**config.mk**
```make
export PLATFORM = sky130hd
export DESIGN_NAME = escalonador_mapas_flat
export DESIGN_NICKNAME = d
export VERILOG_FILES = /design/src/rtl/escalonador_mapas_pkg.sv /design/src/rtl/escalonador_mapas_if.sv /design/src/rtl/mux_2mapas_x1.sv /design/src/rtl/escalonador_mapas.sv /design/src/flat_wrapper.sv
export SDC_FILE = /design/constraint.sdc
export NUM_CORES = 1
export LEC_CHECK = 0
export ABC_AREA = 1
export CAP_MARGIN = 30
export CORE_ASPECT_RATIO = 0.5
export CORE_UTILIZATION = 50
export DETAILED_ROUTE_END_ITERATION = 12
export DONT_BUFFER_PORTS = 1
export PLACE_DENSITY = 0.68
export RECOVER_POWER = 100
export REMOVE_ABC_BUFFERS = 1
export SLEW_MARGIN = 20
export SYNTH_ARGS = -nofsm -noshare
export SYNTH_HDL_FRONTEND = slang
export SYNTH_SLANG_ARGS = --single-unit
```
**constraint.sdc**
```tcl
create_clock -name clk -period 2 [get_ports clk]
set_input_delay 0.5 -clock clk [delete_from_list [all_inputs] [get_ports clk]]
set_output_delay 0.5 -clock clk [all_outputs]
set_load 0.005 [all_outputs]
```
**src/rtl/escalonador_mapas_pkg.sv**
```systemverilog
`default_nettype none
// ============================================================================
// Module      : escalonador_mapas_pkg
// Description : Shared state encoding, default parameters and row helpers.
// Revision    : 1.0 - initial release
// ============================================================================
package escalonador_mapas_pkg;

    typedef enum logic [1:0] {
        ST_IDLE  = 2'd0,
        ST_SCAN  = 2'd1,
        ST_BLANK = 2'd2
    } estado_t;

    localparam int c_DIV_DEFAULT          = 50000;
    localparam int c_ROWS_DEFAULT         = 5;
    localparam int c_BLANK_FRAMES_DEFAULT = 4;
    localparam int c_ROW_W                = 7;
    localparam int c_ADDR_W               = 3;

    function automatic logic [c_ADDR_W-1:0] proxima_linha(
        input logic [c_ADDR_W-1:0] addr,
        input logic [c_ADDR_W-1:0] ultima
    );
        return (addr == ultima) ? '0 : addr + c_ADDR_W'(1);
    endfunction

endpackage
`default_nettype wire

```
**src/rtl/escalonador_mapas_if.sv**
```systemverilog
`default_nettype none
// ============================================================================
// Module      : escalonador_mapas_if
// Description : Map-storage and LED-matrix signals of the scan scheduler.
// Revision    : 1.0 - initial release
// ============================================================================
interface escalonador_mapas_if
    import escalonador_mapas_pkg::*;
#(
    parameter int ROWS = c_ROWS_DEFAULT
);
    logic [c_ROW_W-1:0]  mapa0_linha;
    logic [c_ROW_W-1:0]  mapa1_linha;
    logic [c_ADDR_W-1:0] linha_addr;
    logic                sel;
    logic                jogador;
    logic [ROWS-1:0]     linha_en;
    logic [c_ROW_W-1:0]  colunas;
    logic                trocando;

    modport master (
        input  mapa0_linha, mapa1_linha,
        output linha_addr, sel, jogador, linha_en, colunas, trocando
    );

    modport slave (
        output mapa0_linha, mapa1_linha,
        input  linha_addr, sel, jogador, linha_en, colunas, trocando
    );
endinterface
`default_nettype wire

```
**src/rtl/mux_2mapas_x1.sv**
```systemverilog
`default_nettype none
// ============================================================================
// Module      : mux_2mapas_x1
// Description : 7-bit row mux selecting between the two players' maps.
// Revision    : 1.0 - initial release
// ============================================================================
module mux_2mapas_x1
    import escalonador_mapas_pkg::*;
(
    input  wire logic [c_ROW_W-1:0] i_mapa0,
    input  wire logic [c_ROW_W-1:0] i_mapa1,
    input  wire logic               i_sel,
    output logic      [c_ROW_W-1:0] o_linha
);
    assign o_linha = i_sel ? i_mapa1 : i_mapa0;
endmodule
`default_nettype wire

```
**src/rtl/escalonador_mapas.sv**
```systemverilog
`default_nettype none
// ============================================================================
// Module      : escalonador_mapas
// Description : Row-scan and player-turn scheduler for the 2-map LED display.
// Revision    : 1.0 - initial release
// ============================================================================
module escalonador_mapas
    import escalonador_mapas_pkg::*;
#(
    parameter int DIV          = c_DIV_DEFAULT,
    parameter int ROWS         = c_ROWS_DEFAULT,
    parameter int BLANK_FRAMES = c_BLANK_FRAMES_DEFAULT
)(
    input  wire logic clk,
    input  wire logic reset,
    input  wire logic en,
    input  wire logic btn_troca,
    escalonador_mapas_if.master bus
);
    localparam int c_PRESC_W = (DIV > 1) ? $clog2(DIV) : 1;
    localparam int c_FRM_W   = (BLANK_FRAMES > 1) ? $clog2(BLANK_FRAMES) : 1;
    localparam logic [c_PRESC_W-1:0] c_PRESC_MAX = c_PRESC_W'(DIV - 1);
    localparam logic [c_ADDR_W-1:0]  c_LAST_ROW  = c_ADDR_W'(ROWS - 1);
    localparam logic [c_FRM_W-1:0]   c_FRM_LOAD  = c_FRM_W'(BLANK_FRAMES - 1);

    estado_t             estado_q,     estado_d;
    logic [c_PRESC_W-1:0] presc_q,     presc_d;
    logic [c_ADDR_W-1:0] linha_addr_q, linha_addr_d;
    logic                jogador_q,    jogador_d;
    logic [ROWS-1:0]     linha_en_q,   linha_en_d;
    logic [c_ROW_W-1:0]  colunas_q,    colunas_d;
    logic                trocando_q,   trocando_d;
    logic                pedido_q,     pedido_d;
    logic [c_FRM_W-1:0]  frame_q,      frame_d;
    logic                btn_hist_q,   btn_hist_d;

    logic                w_tick;
    logic                w_eof;
    logic                w_borda;
    logic [c_PRESC_W-1:0] w_presc_next;
    logic [c_ADDR_W-1:0] w_addr_next;
    logic [c_ROW_W-1:0]  w_linha_mux;

    mux_2mapas_x1 u_mux (
        .i_mapa0 (bus.mapa0_linha),
        .i_mapa1 (bus.mapa1_linha),
        .i_sel   (jogador_q),
        .o_linha (w_linha_mux)
    );

    assign w_tick       = (presc_q == c_PRESC_MAX);
    assign w_eof        = w_tick && (linha_addr_q == c_LAST_ROW);
    assign w_borda      = btn_troca && !btn_hist_q;
    assign w_presc_next = w_tick ? '0 : presc_q + c_PRESC_W'(1);
    assign w_addr_next  = w_tick ? proxima_linha(linha_addr_q, c_LAST_ROW) : linha_addr_q;

    always_comb begin
        estado_d     = estado_q;
        presc_d      = presc_q;
        linha_addr_d = linha_addr_q;
        jogador_d    = jogador_q;
        linha_en_d   = linha_en_q;
        colunas_d    = colunas_q;
        trocando_d   = trocando_q;
        pedido_d     = pedido_q;
        frame_d      = frame_q;
        btn_hist_d   = btn_troca;

        if (!en) begin
            estado_d     = ST_IDLE;
            presc_d      = '0;
            linha_addr_d = '0;
            linha_en_d   = '0;
            colunas_d    = '0;
            trocando_d   = 1'b0;
            pedido_d     = 1'b0;
            frame_d      = '0;
        end else begin
            case (estado_q)
                ST_IDLE: begin
                    presc_d      = '0;
                    linha_addr_d = '0;
                    linha_en_d   = '0;
                    colunas_d    = '0;
                    estado_d     = ST_SCAN;
                end
                ST_SCAN: begin
                    presc_d      = w_presc_next;
                    linha_addr_d = w_addr_next;
                    linha_en_d   = ROWS'(1) << linha_addr_q;
                    colunas_d    = w_linha_mux;
                    // An edge on the closing tick only arms the request; the swap waits a frame.
                    if (w_eof && pedido_q) begin
                        estado_d   = ST_BLANK;
                        pedido_d   = 1'b0;
                        frame_d    = c_FRM_LOAD;
                        trocando_d = 1'b1;
                    end else if (w_borda) begin
                        pedido_d = 1'b1;
                    end
                end
                ST_BLANK: begin
                    presc_d      = w_presc_next;
                    linha_addr_d = w_addr_next;
                    linha_en_d   = '0;
                    colunas_d    = '0;
                    if (w_eof) begin
                        if (frame_q == '0) begin
                            jogador_d  = !jogador_q;
                            trocando_d = 1'b0;
                            estado_d   = ST_SCAN;
                        end else begin
                            frame_d = frame_q - c_FRM_W'(1);
                        end
                    end
                end
                default: estado_d = ST_IDLE;
            endcase
        end
    end

    always_ff @(posedge clk or posedge reset) begin
        if (reset) begin
            estado_q     <= ST_IDLE;
            presc_q      <= '0;
            linha_addr_q <= '0;
            jogador_q    <= 1'b0;
            linha_en_q   <= '0;
            colunas_q    <= '0;
            trocando_q   <= 1'b0;
            pedido_q     <= 1'b0;
            frame_q      <= '0;
            btn_hist_q   <= 1'b0;
        end else begin
            estado_q     <= estado_d;
            presc_q      <= presc_d;
            linha_addr_q <= linha_addr_d;
            jogador_q    <= jogador_d;
            linha_en_q   <= linha_en_d;
            colunas_q    <= colunas_d;
            trocando_q   <= trocando_d;
            pedido_q     <= pedido_d;
            frame_q      <= frame_d;
            btn_hist_q   <= btn_hist_d;
        end
    end

    assign bus.linha_addr = linha_addr_q;
    assign bus.jogador    = jogador_q;
    assign bus.sel        = jogador_q;
    assign bus.linha_en   = linha_en_q;
    assign bus.colunas    = colunas_q;
    assign bus.trocando   = trocando_q;

endmodule
`default_nettype wire

```
**src/flat_wrapper.sv**
```systemverilog
// flat-port wrapper written by rule: the top's interface ports become plain ports
module escalonador_mapas_flat import escalonador_mapas_pkg::*;
#(
    parameter int DIV          = c_DIV_DEFAULT,
    parameter int ROWS         = c_ROWS_DEFAULT,
    parameter int BLANK_FRAMES = c_BLANK_FRAMES_DEFAULT
)
  (clk, reset, en, btn_troca, bus_mapa0_linha, bus_mapa1_linha, bus_linha_addr, bus_sel, bus_jogador, bus_linha_en, bus_colunas, bus_trocando);
  escalonador_mapas_if #(.ROWS(ROWS)) bus_i ();
  input  wire logic clk;
  input  wire logic reset;
  input  wire logic en;
  input  wire logic btn_troca;
  input wire logic [$bits(bus_i.mapa0_linha)-1:0] bus_mapa0_linha;
  input wire logic [$bits(bus_i.mapa1_linha)-1:0] bus_mapa1_linha;
  output wire logic [$bits(bus_i.linha_addr)-1:0] bus_linha_addr;
  output wire logic [$bits(bus_i.sel)-1:0] bus_sel;
  output wire logic [$bits(bus_i.jogador)-1:0] bus_jogador;
  output wire logic [$bits(bus_i.linha_en)-1:0] bus_linha_en;
  output wire logic [$bits(bus_i.colunas)-1:0] bus_colunas;
  output wire logic [$bits(bus_i.trocando)-1:0] bus_trocando;
  assign bus_i.mapa0_linha = bus_mapa0_linha;
  assign bus_i.mapa1_linha = bus_mapa1_linha;
  assign bus_linha_addr = bus_i.linha_addr;
  assign bus_sel = bus_i.sel;
  assign bus_jogador = bus_i.jogador;
  assign bus_linha_en = bus_i.linha_en;
  assign bus_colunas = bus_i.colunas;
  assign bus_trocando = bus_i.trocando;
  escalonador_mapas #(.DIV(DIV), .ROWS(ROWS), .BLANK_FRAMES(BLANK_FRAMES)) u_core (.clk(clk), .reset(reset), .en(en), .btn_troca(btn_troca), .bus(bus_i));
endmodule
```
After elaboration in Yosys (flattened, before gate mapping)
Index checks and enable logic that the tools add are counted.
{"block": "classes", "n_addsub": 3, "mul": 0, "div_mod_pow": 0, "magnitude_cmp": 0, "n_eq_ne": 14, "shifts": 1, "mux": 31, "n_bitwise": 0, "n_reduce_logical": 15}
{"op": "$mux 16", "n": 2}
{"op": "$pmux 16 s2", "n": 1}
{"op": "$ne 3x2->1 const B", "n": 6}
{"op": "$add 16x1->16 const B", "n": 1}
{"op": "$eq 16x16->1 const B", "n": 1}
{"op": "$mux 2", "n": 8}
{"op": "$mux 7", "n": 2}
{"op": "$pmux 7 s2", "n": 1}
{"op": "$reduce_and 4->1", "n": 3}
{"op": "$pmux 5 s2", "n": 1}
{"op": "$mux 3", "n": 3}
{"op": "$mux 1", "n": 8}
{"op": "$ne 3x1->1 const B", "n": 2}
{"op": "$pmux 2 s3", "n": 1}
{"op": "$pmux 3 s2", "n": 1}
{"op": "$mux 5", "n": 1}
{"op": "$shl 1x3->5 const A", "n": 1}
{"op": "$logic_not 2->1", "n": 2}
{"op": "$pmux 2 s2", "n": 1}
{"op": "$reduce_and 2->1", "n": 2}
{"op": "$reduce_or 2->1", "n": 2}
{"op": "$add 3x1->3 const B", "n": 1}
{"op": "$eq 3x3->1 const B", "n": 1}
{"op": "$logic_and 1x1->1", "n": 3}
{"op": "8 further kinds", "n": 9}
{"block": "totals", "ff_bits": 39, "latchBits": 0, "ramBits": 0, "mem_bits_ro": 0, "inputBits": 18, "output_inout_bits": 18, "elab_cells": 74, "n_memories": 0}

Longest topological paths before layout
Gate-level depths: netlist (run 1).
{"block": "depth", "word_depth": 6, "depth_mapped": 11, "ltp_nobuf": 11}

By module
A second synthesis (run 1) with hierarchy kept.
{"block": "unflattened", "cells_unflattened": 288, "hier_area_um2": 2273.4}
{"module": "escalonador_mapas", "instances": 1, "cells_per_inst": 265, "area_per_inst_um2": 2179.6, "seq_area_each_um2": 975.9}
{"module": "mux_2mapas_x1", "instances": 1, "cells_per_inst": 23, "area_per_inst_um2": 93.8, "seq_area_each_um2": 0.0}

Worst setup path after synthesis (run 1)
OpenSTA, ideal clock, no wires.
{"block": "synth_timing", "kind": "register to register", "startpoint": "register u_core.estado_q[0]", "endpoint": "register u_core.presc_q[7]", "setup_ps": 122, "arrival_time_ps": 1483, "t_required_ps": 1878, "setup_slack_ps": 394, "path_stages_with_launch": 11, "n_path_buf": 0, "period_less_slack_ps": 1606, "path_cell_list": "dfrtp_1 -> inv_1 -> ha_1 -> nor2_4 -> nand2_8 -> inv_4 -> nor2_4 -> inv_4 -> nor2_2 -> a21oi_1 -> nor3_2"}
{"block": "synth_via", "elab_chain_cells": 4, "word_cells_on_any_way": 7, "classes_between": "eq/ne (3); mux (2); reduce/logical (2)"}
{"element": "from (decl)", "line": "escalonador_mapas.sv:26", "source": "estado_t estado_q, estado_d;"}
{"element": "from (signal assigned)", "line": "escalonador_mapas.sv:135", "source": "estado_q <= estado_d;"}
{"element": "$eq 2x1->1 or $eq 2x2->1 (tied branches)", "line": "escalonador_mapas.sv:79", "source": "case (estado_q)"}
{"element": "$reduce_or 2->1 (no source line)"}
{"element": "$pmux 16 s2", "line": "escalonador_mapas.sv:79"}
{"element": "$mux 16", "line": "escalonador_mapas.sv:69", "source": "if (!en) begin"}
{"element": "to (signal assigned)", "line": "escalonador_mapas.sv:136", "source": "presc_q <= presc_d;"}
{"element": "to (decl)", "line": "escalonador_mapas.sv:27", "source": "logic [c_PRESC_W-1:0] presc_q, presc_d;"}
Parallel ways exist; a longest one is shown, timed or not.
A chain may end at the register's enable or synchronous reset.

Final worst setup path (run 1)
{"block": "layout_timing", "startpoint": "register u_core.estado_q[0]", "endpoint": "register u_core.presc_q[12]"}
Same word-level chain as after synthesis.

==> metrics.md, run 1 <==
| Metric | Value |
|---|---|
| Run status | finished, violations left |
| Violated checks | design-rule violations |
| CP max stage delay | 400 ps |
| Area delta synth->final | 5.095% |
| Post-Route WL | roughly 4.3 mm |
| Smallest hold slack | 232.4 ps |
| Post-CTS Resized | 0 |
| Global-route wire length before repair | 7.500 mm |
| Worst Path Required | 2170 ps |
| Pwr Total | 2.381 mW |
| Crit path time final | ~1800 ps |
| GRT overflow | 0 |
| Vias per cell | between 5 and 6 |
| Initial antenna violation count | 0 |
| Netlist Area Pre-Place | about 2300 um^2 |
| Final Skew | 4.358 ps |
| Largest net degree at the start of global routing | 40 |
| Worst IR Drop VDD | 0.0004807 V |
| Crit Path Category | reg -> reg |
| DPL Wire Length | 3.186 mm |
| Mux share of post-synthesis cell area | 0.03035 |
| Reg2reg setup slack | 230 ps |
| Yosys cell types | 35 |
| Slew Limit Fails | 0 |
| Final hold vios | 0 |
| Die area | 4909 um^2 |
| Post-Syn Area per Cell | 9.053 um^2 |
| Max_cap viols | 0 |
| Drt pass-1 iters | 10 |
| Sequential area share after synthesis | 0.4228 |
| Initial core utilization | 0.5218 |
| Number of fill cells | 403 |
| Nature of the critical path startpoint | register |
| Area leader, netlist | dfrtp_1 |
| CTS sink count | 39 |
| Hold_buf cts | 0 |
| Setup Viol. Count Final | 0 |
| RSZ-0062 raised after global routing | false |
| Yosys warning total | 0 |
| Die height | 50.05 um |
| Iter 0 DRT Violations | 59 |
| Synth Area in Adders | 0.05962 |
| Setup TNS | 0 ps |
| N_diodes | 0 |
| Post-synthesis compound-gate area fraction | 0.09864 |
| Post-route ant nets | 0 |
| Crit path cell chain | inv_1 > ha_1 > nor2_4 > nand2_8 > nand3_4 > nor2_2 > and3_1 > nor3_2 |
| Critical path's slowest cell | dfrtp_1 |
| Share of the synthesized area in the top cell type | 0.4228 |
| Io pins | 36 |
| Worst relative slew slack | 0.3587 |
| Largest family of logic cells by synthesized area | simple AND/OR/NAND/NOR gates |
| Later-pin clock latency in the skew report | 290 ps |
| Core Region | 4424 um^2 |
| Total GRT Usage | 0.1978 |
| Vias in the first global route | between 1500 and 2000 |
| Crit path max fanout | 9 |
| Synth Instances | 255 |
| Std cell rows | 17 |
| Drc violations | 6 |
| Root buf cell | clkbuf_8 |
| Period utilization | 0.8852 |
| Fin nets | 288 |
| CTS tree | yes |
| Tightest Pin Transition | 961.9 ps |
| Die width | between 90 and 100 um |
| Worst-path clk slew | 80 ps |
| Via count | 1674 |
| CTS buffer count | 5 |
| Arrival time worst endpoint | 1940 ps |
| Flop and latch count out of synthesis | 39 |
| DR WL/cell | 13.53 um |
| Buffers on Ports | 0 |
| Share of layout cells above drive strength 1 | 0.1885 |
| FMAX | 564.9 MHz |
| Leak | 1.059 nW |
| CP endpoint kind | register |
| XOR/XNOR Fraction of Synth Area | 0.01138 |
| Area contributors post-synth | dfrtp_1 42%, nand2_1 7.5%, ha_1 6.0%, inv_1 4.7%, nor3_2 3.5% |
| Postcts setup bufs | 0 |
| Power Density | 981.3 nW/um^2 |
| Clk buf depth | 2 |
| Hold crit path type | in -> reg |
| GP Congestion | 0.8051 |
| Simple-gate share of the synthesized area | 0.2954 |
| H-tree levels | 2 |
[final timing paths]
| path | endpoint | cells past startpoint | from |
|---|---|---|---|
| max in group asynchronous | u_core.estado_q[0]$_DFFE_PP0P_ | 2 | reset |
| min in group asynchronous | u_core.presc_q[0]$_DFFE_PP0P_ | 2 | reset |
| setup reg to reg | u_core.presc_q[12]$_DFFE_PP0P_ | 8 | u_core.estado_q[0]$_DFFE_PP0P_ |
| hold reg to reg | u_core.frame_q[1]$_DFFE_PP0P_ | 2 | u_core.frame_q[1]$_DFFE_PP0P_ |
| setup / recovery | u_core.presc_q[12]$_DFFE_PP0P_ | 8 | u_core.estado_q[0]$_DFFE_PP0P_ |
| hold / removal | u_core.btn_hist_q$_DFF_PP0_ | 0 | btn_troca |
[through the flow]
step / worst slack [ps] / utilization / instance area, um^2 / std cells
global placement: 319.0 / 0.5334 / 2360 / 309
global route: 72.02 / 0.5484 / 2426 / 317
detailed placement: 253.8 / 0.5334 / 2360 / 309
CTS: 240.3 / 0.5543 / 2452 / 317
finish: 229.7 / 0.5484 / 2426 / 317
floorplan: 297.6 / - / 2273 / 250
[placed cells by master, fill, tap and decap left out, types with 5 or more instances in the layout]
cell type,synthesis,routed
a21oi_1,8,8
clkbuf_8,0,5
dfrtp_1,39,39
ha_1,11,11
inv_1,29,29
inv_2,6,6
mux2i_1,7,7
nand2_1,46,47
nand3_1,11,12
nand4_1,9,10
nor2_1,12,12
nor3_1,5,6
nor3_2,8,7
o21ai_0,16,22
[cell type report]
class | instances | area [um^2] | share of cell area
clock buffers | 5 | 68.82 | 0.02837
clock inverters | 3 | 23.77 | 0.009799
inverters | 39 | 153.9 | 0.06343
multi-input cells | 172 | 1120 | 0.4616
flip-flops and latches | 39 | 975.9 | 0.4023
well taps | 57 | 71.32 | 0.02940
repair buffers | 2 | 12.51 | 0.005157
[synth_stat cells (all sizes together)]
master   n
nand3   17
a31oi    1
inv     38
a21oi   11
nand2   50
o21ai   24
ha      11
nor2    22
o21bai   1
nor3    13
buf      5
mux2i    7
a31o     1
dfrtp   39
nand4   10
and3     1
clkinv   1
xor2     3
[per-layer routing]
| metal | vias up | track usage | routed length (um) |
|---|---|---|---|
| met5 | - | 0 | 0 |
| met4 | 0 | 0.03788 | 21 |
| met3 | 2 | 0.05674 | 241 |
| met2 | 45 | 0.3603 | 2015 |
| met1 | 784 | 0.2359 | 2009 |
| li1 | 843 | - | - |
[cell families (layout without fill, tap and decap cells)]
family                   count (synthesis)  after routing
AO/OA/AOI/OAI                           38             38
XOR/XNOR                                 3              3
adder cells (fa/ha/maj)                 11             11
buffers and inverters                   44             49
flip-flops                              39             39
multiplexers                             7              7
AND/OR/NAND/NOR                        113            113
[power by group]
part	switching [mW]	leakage (nW)	internal, mW
registers	0.104	0.531	0.915
logic	0.564	0.487	0.249
clock network	0.299	0.0408	0.249
total	0.968	1.06	1.41
[flip-flops by register name, indices dropped and copies added, names as in the netlist]
register,count
u_core.frame_q,2
u_core.bus.linha_en,5
u_core.btn_hist_q,1
u_core.estado_q,2
u_core.pedido_q,1
u_core.bus.linha_addr,3
u_core.bus.colunas,7
u_core.bus.jogador,1
u_core.bus.trocando,1
u_core.presc_q,16
[worst max-delay path: cells and delay by family (launching register included)]
| family | cells | cell delay (ps) |
|---|---|---|
| adders and majority gates | 1 | 370 |
| buffers and inverters | 1 | 100 |
| DFF | 1 | 400 |
| and+or+nand+nor | 6 | 760 |
Note: power is estimated with default switching activity, not from simulation.
==> run 2: changes to the inputs <==
--- a/config.mk
+++ b/config.mk
@@ -9,6 +9,7 @@
 export CAP_MARGIN = 30
 export CORE_ASPECT_RATIO = 0.5
 export CORE_UTILIZATION = 50
+export CTS_BUF_LIST = sky130_fd_sc_hd__clkbuf_16
 export DETAILED_ROUTE_END_ITERATION = 12
 export DONT_BUFFER_PORTS = 1
 export PLACE_DENSITY = 0.68
==> run 2 against run 1 <==
  * The flow still finishes with violations (design-rule violations)
  * Setup slack worse by 5.2 ps
  * Combinational power is essentially flat
  * Global-route usage rose by 0.32 points
  * Utilization increased by 1.3 points
  * First-iteration DRC count decreased by 31%
  * Sequential share of layout area down 0.91 points
  * Critical endpoint unchanged
==> metrics.md, run 2 (same netlist as run 1, synthesis figures left out) <==
| Metric | Value |
|---|---|
| Std cell rows | 17 (unchanged) |
| GP Congestion | 0.8051 (unchanged) |
| Gate power share | 0.309 (-0.033) |
| Worst flop-to-flop path endpoint | u_core.presc_q[12]$_DFFE_PP0P_ |
| Final worst setup slack | 224.5 ps (-5.201 ps) |
| Worst-path clk slew | 60 ps (-20 ps) |
| Worst Hold Depth | 0 (unchanged) |
| Net Sw Frac | 0.3800 (-0.02645) |
| Worst hold start | btn_troca |
| Vias in the first global route | 1755 (+3.4%) |
| Crit path time final | 1776 ps (+5.201 ps) |
| Worst-case reg-to-reg path depth | 8 (unchanged) |
| Post-route ant nets | 0 (unchanged) |
| Pwr Total | 2.631 mW (+11%) |
| Worst r2r src | u_core.estado_q[0]$_DFFE_PP0P_ |
| Vias per cell | 5.274 (-0.12%) |
| Postcts setup bufs | 0 (unchanged) |
| Crit Path Category | reg -> reg |
| Run status | finished, violations left |
| Global-route wire length before repair | 7.672 mm (+2.3%) |
| Post-Route WL | 4.390 mm (+2.4%) |
| Initial antenna violation count | 0 (unchanged) |
| DR WL/cell | 13.85 um (+2.4%) |
| Most common cell after layout, fill and taps aside | nand2_1 |
| Via count | 1672 (-0.12%) |
| Slew Limit Fails | 0 (unchanged) |
| CTS buffer count | 5 (unchanged) |
| Setup TNS | 0 ps (unchanged) |
| Worst relative slew slack | 0.3465 (-0.01223) |
| Post-CTS Resized | 0 (unchanged) |
| Most flop-heavy register | u_core.presc_q |
| Power Density | 1060 nW/um^2 (+8.0%) |
| Iter 0 DRT Violations | 41 (-31%) |
| Placed cell count | 309 (unchanged) |
| WHS Endpoint | u_core.btn_hist_q$_DFF_PP0_ |
| Number of fill cells | 395 (-2.0%) |
| H-tree levels | 2 (unchanged) |
| Final Skew | 5.292 ps (+0.9335 ps) |
| Die width | 98.09 um (unchanged) |
| DPL Wire Length | 3.186 mm (unchanged) |
| Crit path max fanout | 9 (unchanged) |
| CP endpoint kind | register |
| Tightest Pin Transition | 980.3 ps (+18.34 ps) |
| Switching power | 0.9998 mW (+3.3%) |
| Die height | 50.05 um (unchanged) |
| Initial core utilization | 0.5218 (unchanged) |
| Worst Path Required | 2160 ps (about the same) |
| Root buf cell | clkbuf_16 |
| GRT overflow | 0 (unchanged) |
| Reg2reg setup slack | 220 ps (about the same) |
| Clock network fraction of design power | 0.303 (+0.073) |
| Setup Viol. Count Final | 0 (unchanged) |
| Max FFs per register | 16 (unchanged) |
| Total GRT Usage | 0.2010 (+0.003166) |
| Period utilization | 0.8878 (+0.002601) |
| Drc violations | 6 (unchanged) |
| Worst IR Drop VDD | 0.0004782 V (-0.50%) |
| Cell Int Power | 1.631 mW (+15%) |
| Buffers on Ports | 0 (unchanged) |
| Drt pass-1 iters | 10 (unchanged) |
| RSZ-0062 raised after global routing | false |
| Hold_buf cts | 0 (unchanged) |
| Area delta synth->final | 7.534% |
| Leak | 1.084 nW (+2.4%) |
| Hold crit path type | in -> reg |
| Pre-CTS setup slack | 253.8 ps (unchanged) |
| Most frequent cells in the layout | 47 x nand2_1, 39 x dfrtp_1, 29 x inv_1, 22 x o21ai_0 |
| Arrival time worst endpoint | 1940 ps (about the same) |
| Reg power frac | 0.388 (-0.040) |
| FMAX | 563.2 MHz (-0.29%) |
| Nature of the critical path startpoint | register |
| Fin nets | 288 (unchanged) |
| Later-pin clock latency in the skew report | 290 ps (about the same) |
| Clk buf depth | 2 (unchanged) |
| Core Region | 4424 um^2 (unchanged) |
| Max_cap viols | 0 (unchanged) |
| Share of layout cells above drive strength 1 | 0.1885 (unchanged) |
| CTS tree | yes |
| Die area | 4909 um^2 (unchanged) |
| CTS sink count | 39 (unchanged) |
| Violated checks | design-rule violations |
| Non-filler cells in the finished layout | 317 (unchanged) |
| Io pins | 36 (unchanged) |
| N_diodes | 0 (unchanged) |
| Largest net degree at the start of global routing | 40 (unchanged) |
| Final hold vios | 0 (unchanged) |
| Final core utilization | 0.5611 (+0.01273) |
[run 2: cell types whose count changed in the layout (fill, tap and decap cells not counted)]
cell / change
clkbuf_8: -5
clkbuf_16: +5
[run 2: how the worst max path moves through the flow]
stage / cells after the start / endpoint / startpoint / slack [ps]
3_3_place_gp: 10 / u_core.presc_q[7]$_DFFE_PP0P_ / u_core.estado_q[0]$_DFFE_PP0P_ / 320
3_5_place_dp: 10 / u_core.presc_q[7]$_DFFE_PP0P_ / u_core.estado_q[0]$_DFFE_PP0P_ / 250
4_1_cts: 10 / u_core.presc_q[7]$_DFFE_PP0P_ / u_core.estado_q[0]$_DFFE_PP0P_ / 240
2_1_floorplan: 7 / u_core.bus.colunas[0]$_DFFE_PP0P_ / u_core.estado_q[0]$_DFFE_PP0P_ / 300
5_1_grt: 9 / u_core.estado_q[0]$_DFFE_PP0P_ / u_core.bus.linha_addr[0]$_DFFE_PP0P_ / 70
6_report: 8 / u_core.presc_q[12]$_DFFE_PP0P_ / u_core.estado_q[0]$_DFFE_PP0P_ / 220
[run 2: area by class of cell]
| type | instances | area [um^2] | share of cell area |
|---|---|---|---|
| clock buffer | 5 | 125.1 | 0.05040 |
| clock inverter | 3 | 23.77 | 0.009577 |
| inverter | 39 | 153.9 | 0.06200 |
| multi-input combinational | 172 | 1120 | 0.4511 |
| sequential | 39 | 975.9 | 0.3931 |
| tap | 57 | 71.32 | 0.02873 |
| timing repair buffer | 2 | 12.51 | 0.005040 |
[run 2: metrics by stage]
step	hold WS, ps	cell area [um^2]
after floorplan	441.9	2273
after global placement	462.7	2360
after detailed placement	481.7	2360
after CTS	241.8	2509
after global routing	236.9	2482
final	242.7	2482
[run 2: power by group through the flow]
stage	Sequential, mW	Clock, mW	Combinational (mW)
2_1_floorplan	1.01	0	0.669
3_3_place_gp	1.03	0	0.805
3_5_place_dp	1.04	0	0.835
4_1_cts	1.02	0.808	0.841
5_1_grt	1.04	0.840	0.928
6_report	1.02	0.797	0.813
[run 2: metal layers]
metal / part of all wire / wire length (um) / global-route usage / vias up
met5: 0 / 0 / 0 / -
met4: 0.011 / 48 / 0.06061 / 0
met3: 0.050 / 221 / 0.05248 / 7
met2: 0.48 / 2090 / 0.3568 / 37
met1: 0.46 / 2029 / 0.2422 / 784
li1: - / - / - / 844
[run 2: worst max-delay path: stages, from the launching register on]
cell and delay [ps]:
dfrtp_1 390, inv_1 100, ha_1 370, nor2_4 70, nand2_8 90, nand3_4 110, nor2_2 250, and3_1 210
nor3_2 40
